**src/rtl/serial_sub_unit.sv**
```systemverilog
// serial_sub_unit: bit-serial subtractor, LSB first.
// Computes diff = (a - b - bin) mod 2^WIDTH and bout = (a < b + bin), one bit
// per clock, with a valid/ready handshake on both sides. Only one operation is
// in flight at a time.
//
// State table:
//   state | meaning
//   IDLE  | waiting for operands, in_ready=1
//   SHIFT | one difference bit per edge, counter counts down to terminal 1
//   DONE  | result held on diff/bout with out_valid=1 until out_ready
//
// Ports:
//   clk        rising-edge clock
//   rst        synchronous reset, active-high
//   in_valid   operands present on a, b, bin
//   in_ready   unit can accept operands (IDLE)
//   a, b, bin  minuend, subtrahend, borrow-in (sampled at the accept edge only)
//   out_valid  diff/bout hold a completed result (DONE)
//   out_ready  consumer accepts the result
//   diff, bout difference and borrow-out
//   busy       operation in progress (SHIFT or DONE)
module serial_sub_unit #(
  parameter int WIDTH = 2
) (
  input  logic             clk,
  input  logic             rst,
  input  logic             in_valid,
  output logic             in_ready,
  input  logic [WIDTH-1:0] a,
  input  logic [WIDTH-1:0] b,
  input  logic             bin,
  output logic             out_valid,
  input  logic             out_ready,
  output logic [WIDTH-1:0] diff,
  output logic             bout,
  output logic             busy
);

  localparam int CW = $clog2(WIDTH + 1);

  localparam logic [1:0] IDLE  = 2'd0;
  localparam logic [1:0] SHIFT = 2'd1;
  localparam logic [1:0] DONE  = 2'd2;

  localparam logic [CW-1:0] CNT_LOAD = CW'(WIDTH);
  localparam logic [CW-1:0] CNT_LAST = CW'(1);

  logic [1:0]       state;
  logic [WIDTH-1:0] a_sh;
  logic [WIDTH-1:0] b_sh;
  logic [WIDTH-1:0] res_sh;
  logic             brw;
  logic [CW-1:0]    cnt;

  logic             d;
  logic             brw_next;
  logic [WIDTH-1:0] res_next;

  // Full-subtractor cell on the current LSBs.
  always_comb begin
    d        = a_sh[0] ^ b_sh[0] ^ brw;
    brw_next = (~a_sh[0] & b_sh[0]) | (~a_sh[0] & brw) | (b_sh[0] & brw);
    // New bit enters at the MSB so that after WIDTH shifts the LSB-first
    // stream lands in natural bit order; written this way to stay legal
    // for WIDTH=1.
    res_next            = res_sh >> 1;
    res_next[WIDTH-1]   = d;
  end

  always_ff @(posedge clk) begin
    if (rst) begin
      state  <= IDLE;
      a_sh   <= '0;
      b_sh   <= '0;
      res_sh <= '0;
      brw    <= 1'b0;
      cnt    <= '0;
      diff   <= '0;
      bout   <= 1'b0;
    end else begin
      case (state)
        IDLE: begin
          if (in_valid) begin
            a_sh   <= a;
            b_sh   <= b;
            brw    <= bin;
            res_sh <= '0;
            cnt    <= CNT_LOAD;
            state  <= SHIFT;
          end
        end
        SHIFT: begin
          a_sh   <= a_sh >> 1;
          b_sh   <= b_sh >> 1;
          res_sh <= res_next;
          brw    <= brw_next;
          cnt    <= cnt - CW'(1);
          if (cnt == CNT_LAST) begin
            diff  <= res_next;
            bout  <= brw_next;
            state <= DONE;
          end
        end
        DONE: begin
          if (out_ready) begin
            state <= IDLE;
          end
        end
        default: state <= IDLE;
      endcase
    end
  end

  assign in_ready  = (state == IDLE);
  assign out_valid = (state == DONE);
  assign busy      = (state != IDLE);

endmodule

```
**config.mk**
```make
export PLATFORM = sky130hd
export DESIGN_NAME = serial_sub_unit
export DESIGN_NICKNAME = d
export VERILOG_FILES = /design/src/rtl/serial_sub_unit.sv
export SDC_FILE = /design/constraint.sdc
export NUM_CORES = 1
export LEC_CHECK = 0
export BUFFER_PORTS_ARGS = -buffer_cell sky130_fd_sc_hd__buf_4
export CAP_MARGIN = 5
export CORE_AREA = 2 2 39 41
export DETAILED_ROUTE_END_ITERATION = 12
export DIE_AREA = 0 0 41 43
export PLACE_DENSITY = 0.7
export SETUP_SLACK_MARGIN = 0.02
export SLEW_MARGIN = 30
export SYNTH_ARGS = -nofsm -noshare
export SYNTH_HDL_FRONTEND = slang
export SYNTH_SLANG_ARGS = --single-unit
```
**constraint.sdc**
```tcl
create_clock -name clk -period 2.2 [get_ports clk]
set_clock_uncertainty 0.05 [all_clocks]
set_input_delay 0.44 -clock clk [delete_from_list [all_inputs] [get_ports clk]]
set_output_delay 0.44 -clock clk [all_outputs]
set_load 0.01 [all_outputs]
```
-- After elaboration in Yosys (flattened, before gate mapping)
Cells that the tools add are included.
W data, S select, Z words.
- bits in registers: 14
- input bits: 9
- output and inout port bits: 6
- add/sub/neg operators: 1
- equality and inequality tests: 6
- mux-type cells: 14
- bitwise gates (word level): 8
- reduce and logical (&&, ||, !) cells: 6
- operators with widths (operator ; count):
    $pmux W2 S2 ; 4
    $mux W2 ; 7
    $pmux W2 S3 ; 1
    $eq A2 B1 Y1 const B ; 2
    $ne A2 B2 Y1 const B ; 2
    $reduce_and A2 Y1 ; 2
    $reduce_bool A2 Y1 ; 2
    $and A1 B1 Y1 ; 3
    $reduce_and A3 Y1 ; 1
    $eq A2 B2 Y1 const B ; 1
    $logic_not A2 Y1 ; 1
    $ne A2 B1 Y1 const B ; 1
    $or A1 B1 Y1 ; 2
    $pmux W1 S2 ; 1
    $sub A2 B1 Y2 const B ; 1
    $xor A1 B1 Y1 ; 2
    $mux W1 ; 1
    $not A1 Y1 ; 1

-- Depth between registers and ports, before layout
Gate-level depths: netlist of run 1.
- depth after elaboration: 5
- mapped depth: 5
- mapped depth without buffers: 5

-- Worst setup path before layout of run 1
No wires, ideal clock.
- path kind: register to output
- start: reg state[1]
- end: out busy
- arrival time: 830 ps
- setup slack: 880 ps
- stages on the path, launching flop included: 4
- path buffers: 1
- cells stage by stage: dfxtp_1 > buf_6 > nor2_1 > inv_1
- word-level cells in the longest chain between the ends: 1
- RTL lines (element ; line ; text):
    start: declaration ; 48 ; logic [1:0] state;
    start signal: assignment ; 72 ; state <= IDLE;
    start signal: assignment ; 89 ; state <= SHIFT;
    start signal: assignment ; 101 ; state <= DONE;
    $reduce_bool A2 Y1 ; 116 ; assign busy = (state != IDLE);
    end: declaration ; 36 ; output logic busy
Every way passes these cells.

-- Final worst setup path of run 1
- start: reg state[1]
- end: out out_valid
- word-level cells in the longest chain between the ends: 1
- RTL lines (element ; line ; text):
    $eq A2 B2 Y1 ; 115 ; assign out_valid = (state == DONE);
    end: declaration ; 32 ; output logic out_valid,
Every way passes these cells.

==> impl_metrics.env, run 1 <==
export IMPL_antenna_diode_count=0
export IMPL_ys_seq_elements=13
export IMPL_peakVddDrop_uv=319
export IMPL_hold_path_startpoint="out_ready"
export IMPL_pin_count_of_the_biggest_net_entering_global_routing=14
export IMPL_max_clock_freq_ghz=0.586
export IMPL_p_total_uw=507
export IMPL_dieArea_um2=1760
export IMPL_setup_worst_path_class="flip-flop to output port"
export IMPL_die_boundary_width_um=41
export IMPL_min_period_ps=1710
export IMPL_io_pin_count=15
export IMPL_worstHoldPathCells=3
export IMPL_setup_worst_path_end_class="output port"
export IMPL_worst_setup_path_start_kind="flip-flop"
export IMPL_core_area_um2=1380
export IMPL_rsz0062_at_grt="no"
export IMPL_cts_path_max_buffers=2
export IMPL_die_height_um=43
export IMPL_drtIter0Drc=13
export IMPL_status="complete, no violations"
export IMPL_report_final_hold_viol_count=0
export IMPL_reg2reg_from="a_sh[0]$_SDFFE_PP0P_"
export IMPL_critical_path_reg2reg_endpoint="res_sh[1]$_SDFFE_PP0P_"
export IMPL_p_per_area_nw_per_um2=687
export IMPL_grt_overflow_total=0
export IMPL_clk_insertion_delay_late_ps=270
export IMPL_hold_path_end="state[1]$_SDFFE_PP0P_"
export IMPL_layout_nets=92
export IMPL_cts_resized_gates=0
export IMPL_worst_slew_pin_transition_ps=410
export IMPL_min_path_type="input pin to flip-flop"
export IMPL_syn_area_um2=618
export IMPL_postSynthCellCount=66
export IMPL_cts_hold_buffers=0
export IMPL_postSynth_asyncResetShare=0
export IMPL_total_leakage_power_nw=0.309
export IMPL_cts_buffers_inserted=3
export IMPL_dp_cells=92
export IMPL_grt_first_pass_wirelength_mm=1.95
export IMPL_clockRootBuffer="sky130_fd_sc_hd__clkbuf_4"
export IMPL_num_vias=494
export IMPL_clock_tree_htree_level_count=1
export IMPL_vias_in_the_first_global_route=456
export IMPL_report_final_setup_viol=0
export IMPL_finalWeightedCongestion=0.780
export IMPL_routed_wirelength_mm=1.10
export IMPL_slew_headroom=0.726
export IMPL_post_synth_cell_area_avg_um2=9.37
export IMPL_cts_tree="built"
export IMPL_ys_dominant_reg_cell="sky130_fd_sc_hd__dfxtp_1"
export IMPL_synth_seq_area_share=0.421
export IMPL_flow_area_growth_from_synthesis_pct=19.4
export IMPL_reg_clk_slew_reported_paths_ps=80
export IMPL_route_detailed_drc=0
export IMPL_crit_path_max_fanout=12
export IMPL_yosysUniqueCellTypes=25
export IMPL_antenna_violating_nets_post_route=0
export IMPL_post_route_cells_drive_above_1_share=0.275
export IMPL_setup_reg_to_reg_worst_slack_ps=860
export IMPL_worstPathArrival_ps=1220
export IMPL_synth_warning_count=0
export IMPL_antenna_violations_before_repair=0
export IMPL_synth_enable_flop_cells=0
export IMPL_instances_no_fill=96
export IMPL_drt_first_pass_iters=4
export IMPL_final_min_period_over_clock_period=0.775
export IMPL_cp_data_required_time_ps=1710
export IMPL_final_setup_tns_ps=0
export IMPL_detail_route_wl_per_cell_um=11.4
export IMPL_worst_r2r_cell_count=4
export IMPL_post_drt_via_cell_ratio=5.15
export IMPL_clock_sinks=13
export IMPL_post_cts_setup_buffer_count=0
export IMPL_half_perimeter_wire_length_of_the_detailed_placement_result_um=795
export IMPL_place_port_buffers=14
export IMPL_start_util=0.447
export IMPL_maxSlewViolCount=0
export IMPL_syn_num_nets=77
export IMPL_max_cap_violations=0
export IMPL_placementRows=14
export IMPL_grt_util_all_layers=0.163
==> cell type report <==
| type | instances | area, um^2 |
|---|---|---|
| timing repair buffer | 14 | 105 |
| fill | 133 | 646 |
| inverter | 6 | 22.5 |
| sequential | 13 | 260 |
| multi-input combinational | 43 | 304 |
| tap | 16 | 20.0 |
| clock buffer | 4 | 26.3 |
==> worst max-delay path, stage by stage (launching register included) <==
cell,delay (ps)
sky130_fd_sc_hd__dfxtp_1,580
sky130_fd_sc_hd__nor2b_1,220
sky130_fd_sc_hd__buf_4,140
==> synth_stat cells (all sizes together) (2+ instances only) <==
cell / number / share of area
buf: 3 / 0.045
mux2i: 2 / 0.032
inv: 6 / 0.036
nand3: 2 / 0.016
nand2b: 2 / 0.020
a21oi: 8 / 0.065
a32oi: 2 / 0.028
dfxtp: 13 / 0.42
nand2: 2 / 0.012
nor2: 11 / 0.067
nor2b: 2 / 0.032
o221a: 2 / 0.036
==> cells by family after synthesis <==
family / synth area share
buffers and inverters: 0.0870
AND/OR/NAND/NOR: 0.182
adder cells (fa/ha/maj): 0.0526
flip-flops: 0.421
AO/OA/AOI/OAI: 0.225
multiplexers: 0.0324
==> routing by layer <==
layer  GRT usage  part of all wire
met5           0                 0
met4      0.0800             0.012
met3      0.0471             0.078
met2       0.219              0.45
met1       0.230              0.46
==> worst max path at each step <==
stage | depth (start not counted) | endpoint | startpoint | slack, ps
6_report | 2 | out_valid | state[1]$_SDFFE_PP0P_ | 490
5_1_grt | 3 | busy | state[1]$_SDFFE_PP0P_ | 420
4_1_cts | 2 | out_valid | state[1]$_SDFFE_PP0P_ | 490
3_5_place_dp | 2 | out_valid | state[1]$_SDFFE_PP0P_ | 810
3_3_place_gp | 2 | out_valid | state[1]$_SDFFE_PP0P_ | 820
2_1_floorplan | 3 | busy | state[1]$_SDFFE_PP0P_ | 880
==> report_power, final <==
group | internal (mW) | switching (mW) | total [mW]
clock network | 0.0703 | 0.0751 | 0.145
logic | 0.0499 | 0.0456 | 0.0955
registers | 0.251 | 0.0147 | 0.266
total | 0.372 | 0.135 | 0.507
==> sequential cells by signal, summed over array words and instances, names as in the netlist <==
| name | flops |
|---|---|
| brw | 1 |
| cnt | 2 |
| state | 2 |
| a_sh | 2 |
| res_sh | 1 |
| diff | 2 |
| b_sh | 2 |
| bout | 1 |
==> cells in the final DEF (no fill, tap or decap), types with 2 or more instances in the layout <==
| master | n |
|---|---|
| sky130_fd_sc_hd__a21oi_1 | 8 |
| sky130_fd_sc_hd__a32oi_1 | 2 |
| sky130_fd_sc_hd__buf_4 | 14 |
| sky130_fd_sc_hd__clkbuf_4 | 3 |
| sky130_fd_sc_hd__dfxtp_1 | 13 |
| sky130_fd_sc_hd__inv_1 | 6 |
| sky130_fd_sc_hd__mux2i_1 | 2 |
| sky130_fd_sc_hd__nand2_1 | 2 |
| sky130_fd_sc_hd__nand2b_1 | 2 |
| sky130_fd_sc_hd__nand3_1 | 2 |
| sky130_fd_sc_hd__nor2_1 | 11 |
| sky130_fd_sc_hd__o221a_2 | 2 |
==> through the flow <==
stage	util	hold WS, ps	worst slack [ps]	area, um^2
global route	0.533	376	418	738
floorplan	-	390	880	618
finish	0.533	377	495	738
detailed placement	0.514	399	810	712
global placement	0.514	395	824	712
CTS	0.533	367	492	738
No activity file was read; power rests on OpenSTA's default activity.
==> run 2, diff against run 1 <==
--- a/config.mk
+++ b/config.mk
@@ -7,10 +7,10 @@
 export LEC_CHECK = 0
 export BUFFER_PORTS_ARGS = -buffer_cell sky130_fd_sc_hd__buf_4
 export CAP_MARGIN = 5
-export CORE_AREA = 2 2 39 41
+export CORE_MARGIN = 2
+export CORE_UTILIZATION = 44
 export DETAILED_ROUTE_END_ITERATION = 12
-export DIE_AREA = 0 0 41 43
-export PLACE_DENSITY = 0.7
+export PLACE_DENSITY = 0.69
 export SETUP_SLACK_MARGIN = 0.02
 export SLEW_MARGIN = 30
 export SYNTH_ARGS = -nofsm -noshare
==> constraint.sdc (replaced) <==
create_clock -name clk -period 1.5 [get_ports clk]
set_clock_uncertainty 0.05 [all_clocks]
set_input_delay 0.3 -clock clk [delete_from_list [all_inputs] [get_ports clk]]
set_output_delay 0.3 -clock clk [all_outputs]
set_load 0.01 [all_outputs]
==> run 2 against run 1 <==
  * Power rose by 50%
  * Largest power group unchanged
  * Sequential power rose by 45%
  * Critical path type unchanged
  * Worst hold slack got worse by 160 ps
  * Critical path depth rose by 2
  * Final cell count rose by 1.0%
  * Count of clock-buffer cells in the layout did not move
  * First-iteration DRC count fell by 7.7%
  * Design area rose by 4.1%
  * Largest cell class unchanged
  * Via count rose by 5.7%
  * Worst setup slack got worse by 420 ps
  * Clock power rose by 51%
  * Global-route usage barely moved
==> impl_metrics.env, run 2 (synthesized netlist as in run 1, its figures left out) <==
export IMPL_layout_nets=94
export IMPL_post_route_cells_drive_above_1_share=0.329
export IMPL_flow_area_growth_from_synthesis_pct=24.3
export IMPL_setup_worst_path_end_class="output port"
export IMPL_p_per_area_nw_per_um2=987
export IMPL_post_cts_setup_buffer_count=0
export IMPL_mostFrequentLayoutCell="sky130_fd_sc_hd__buf_4"
export IMPL_vias_in_the_first_global_route=528
export IMPL_worst_setup_path_start_kind="flip-flop"
export IMPL_clock_tree_htree_level_count=1
export IMPL_crit_path_max_fanout=7
export IMPL_worstPathArrival_ps=1080
export IMPL_clk_insertion_delay_late_ps=280
export IMPL_status="complete, no violations"
export IMPL_core_area_um2=1300
export IMPL_drtIter0Drc=12
export IMPL_slew_headroom=0.758
export IMPL_antenna_violating_nets_post_route=0
export IMPL_final_setup_tns_ps=0
export IMPL_max_clock_freq_ghz=0.700
export IMPL_worst_slew_pin_transition_ps=357
export IMPL_detail_route_wl_per_cell_um=12.4
export IMPL_max_cap_violations=0
export IMPL_die_height_um=41.5
export IMPL_grt_first_pass_wirelength_mm=2.19
export IMPL_die_boundary_width_um=41.5
export IMPL_most_common_layout_cells="15 x sky130_fd_sc_hd__buf_4, 11 x sky130_fd_sc_hd__dfxtp_1, 10 x sky130_fd_sc_hd__nor2_1"
export IMPL_pin_count_of_the_biggest_net_entering_global_routing=14
export IMPL_finalWeightedCongestion=0.792
export IMPL_dieArea_um2=1720
export IMPL_reg_clk_slew_reported_paths_ps=80
export IMPL_min_period_ps=1430
export IMPL_cts_buffers_inserted=3
export IMPL_place_port_buffers=14
export IMPL_report_final_hold_viol_count=0
export IMPL_io_pin_count=15
export IMPL_route_detailed_drc=0
export IMPL_post_drt_via_cell_ratio=5.38
export IMPL_min_path_type="input pin to flip-flop"
export IMPL_routed_wirelength_mm=1.20
export IMPL_clockRootBuffer="sky130_fd_sc_hd__clkbuf_4"
export IMPL_num_vias=522
export IMPL_total_leakage_power_nw=0.323
export IMPL_cts_path_max_buffers=2
export IMPL_cp_data_required_time_ps=1150
export IMPL_drt_first_pass_iters=4
export IMPL_final_min_period_over_clock_period=0.953
export IMPL_antenna_violations_before_repair=0
export IMPL_grt_util_all_layers=0.163
export IMPL_final_util=0.590
export IMPL_report_final_setup_viol=0
export IMPL_placementRows=13
export IMPL_setup_worst_path_class="flip-flop to output port"
export IMPL_grt_overflow_total=0
export IMPL_rsz0062_at_grt="yes"
export IMPL_half_perimeter_wire_length_of_the_detailed_placement_result_um=877
export IMPL_maxSlewViolCount=0
export IMPL_peakVddDrop_uv=494
export IMPL_clock_sinks=13
export IMPL_start_util=0.475
export IMPL_p_total_uw=759
export IMPL_antenna_diode_count=0
export IMPL_cts_tree="built"
-- run 2: cell types whose count changed in the layout (fill, tap and decap cells not counted) --
cell                      before  now
sky130_fd_sc_hd__buf_4        14   15
sky130_fd_sc_hd__buf_6         0    1
sky130_fd_sc_hd__dfxtp_1      13   11
sky130_fd_sc_hd__dfxtp_2       0    1
sky130_fd_sc_hd__dfxtp_4       0    1
sky130_fd_sc_hd__nor2_1       11   10
sky130_fd_sc_hd__nor2_4        0    1
-- run 2: worst max-delay path, cell delays in order, from the launching register on --
cell and delay, ps:
sky130_fd_sc_hd__dfxtp_2 340, sky130_fd_sc_hd__buf_6 140, sky130_fd_sc_hd__nor2_4 130, sky130_fd_sc_hd__inv_1 50, sky130_fd_sc_hd__buf_4 130
-- run 2: metrics by stage --
step / area (um^2) / setup slack (ps) / hold slack, ps / cells
6_report: 768 / 71.0 / 217 / 97
3_5_place_dp: 726 / 195 / 397 / 93
3_3_place_gp: 726 / 218 / 394 / 93
5_1_grt: 768 / 13.2 / 237 / 97
2_1_floorplan: 618 / 222 / 319 / 66
4_1_cts: 756 / -3.57 / 216 / 97
-- run 2: area by class of cell --
cell class              count  area [um^2]
fillers                   132          533
multi-input cells          43          312
inverters                   6         22.5
repair buffers             16          124
well taps                  15         18.8
clock buffers               4         26.3
flip-flops and latches     13          265
-- run 2: worst paths after layout --
| kind | start | cells past startpoint | to | slack, ps |
|---|---|---|---|---|
| worst max-delay path | state[0]$_SDFFE_PP0P_ | 4 | busy | 70 |
| worst min-delay path | out_ready | 3 | state[1]$_SDFFE_PP0P_ | 220 |
| worst min register to register | diff[0]$_SDFFE_PP0P_ | 2 | diff[0]$_SDFFE_PP0P_ | 400 |
| worst max register to register | a_sh[0]$_SDFFE_PP0P_ | 4 | res_sh[1]$_SDFFE_PP0P_ | 190 |
-- run 2: power breakdown --
group | internal (mW) | total, mW | switching, mW | leakage [nW]
Clock | 0.103 | 0.219 | 0.115 | 0.0150
Sequential | 0.368 | 0.385 | 0.0166 | 0.108
Combinational | 0.0801 | 0.155 | 0.0752 | 0.201
Total | 0.551 | 0.758 | 0.207 | 0.323
-- run 2: repair_timing --
| action | 4_1_cts | 5_1_grt |
|---|---|---|
| setup endpoints to repair | 2 | 2 |
| hold buffers | 0 | 0 |
| gates resized for setup | 2 | 4 |
| pin swaps | 0 | 1 |
-- run 2: metal layers --
layer  up-vias  track usage  wire [um]
li1        262            -          -
met1       243        0.202        539
met2        14        0.259        570
met3         3       0.0696         84
met4         0       0.0387          7
met5         -            0          0
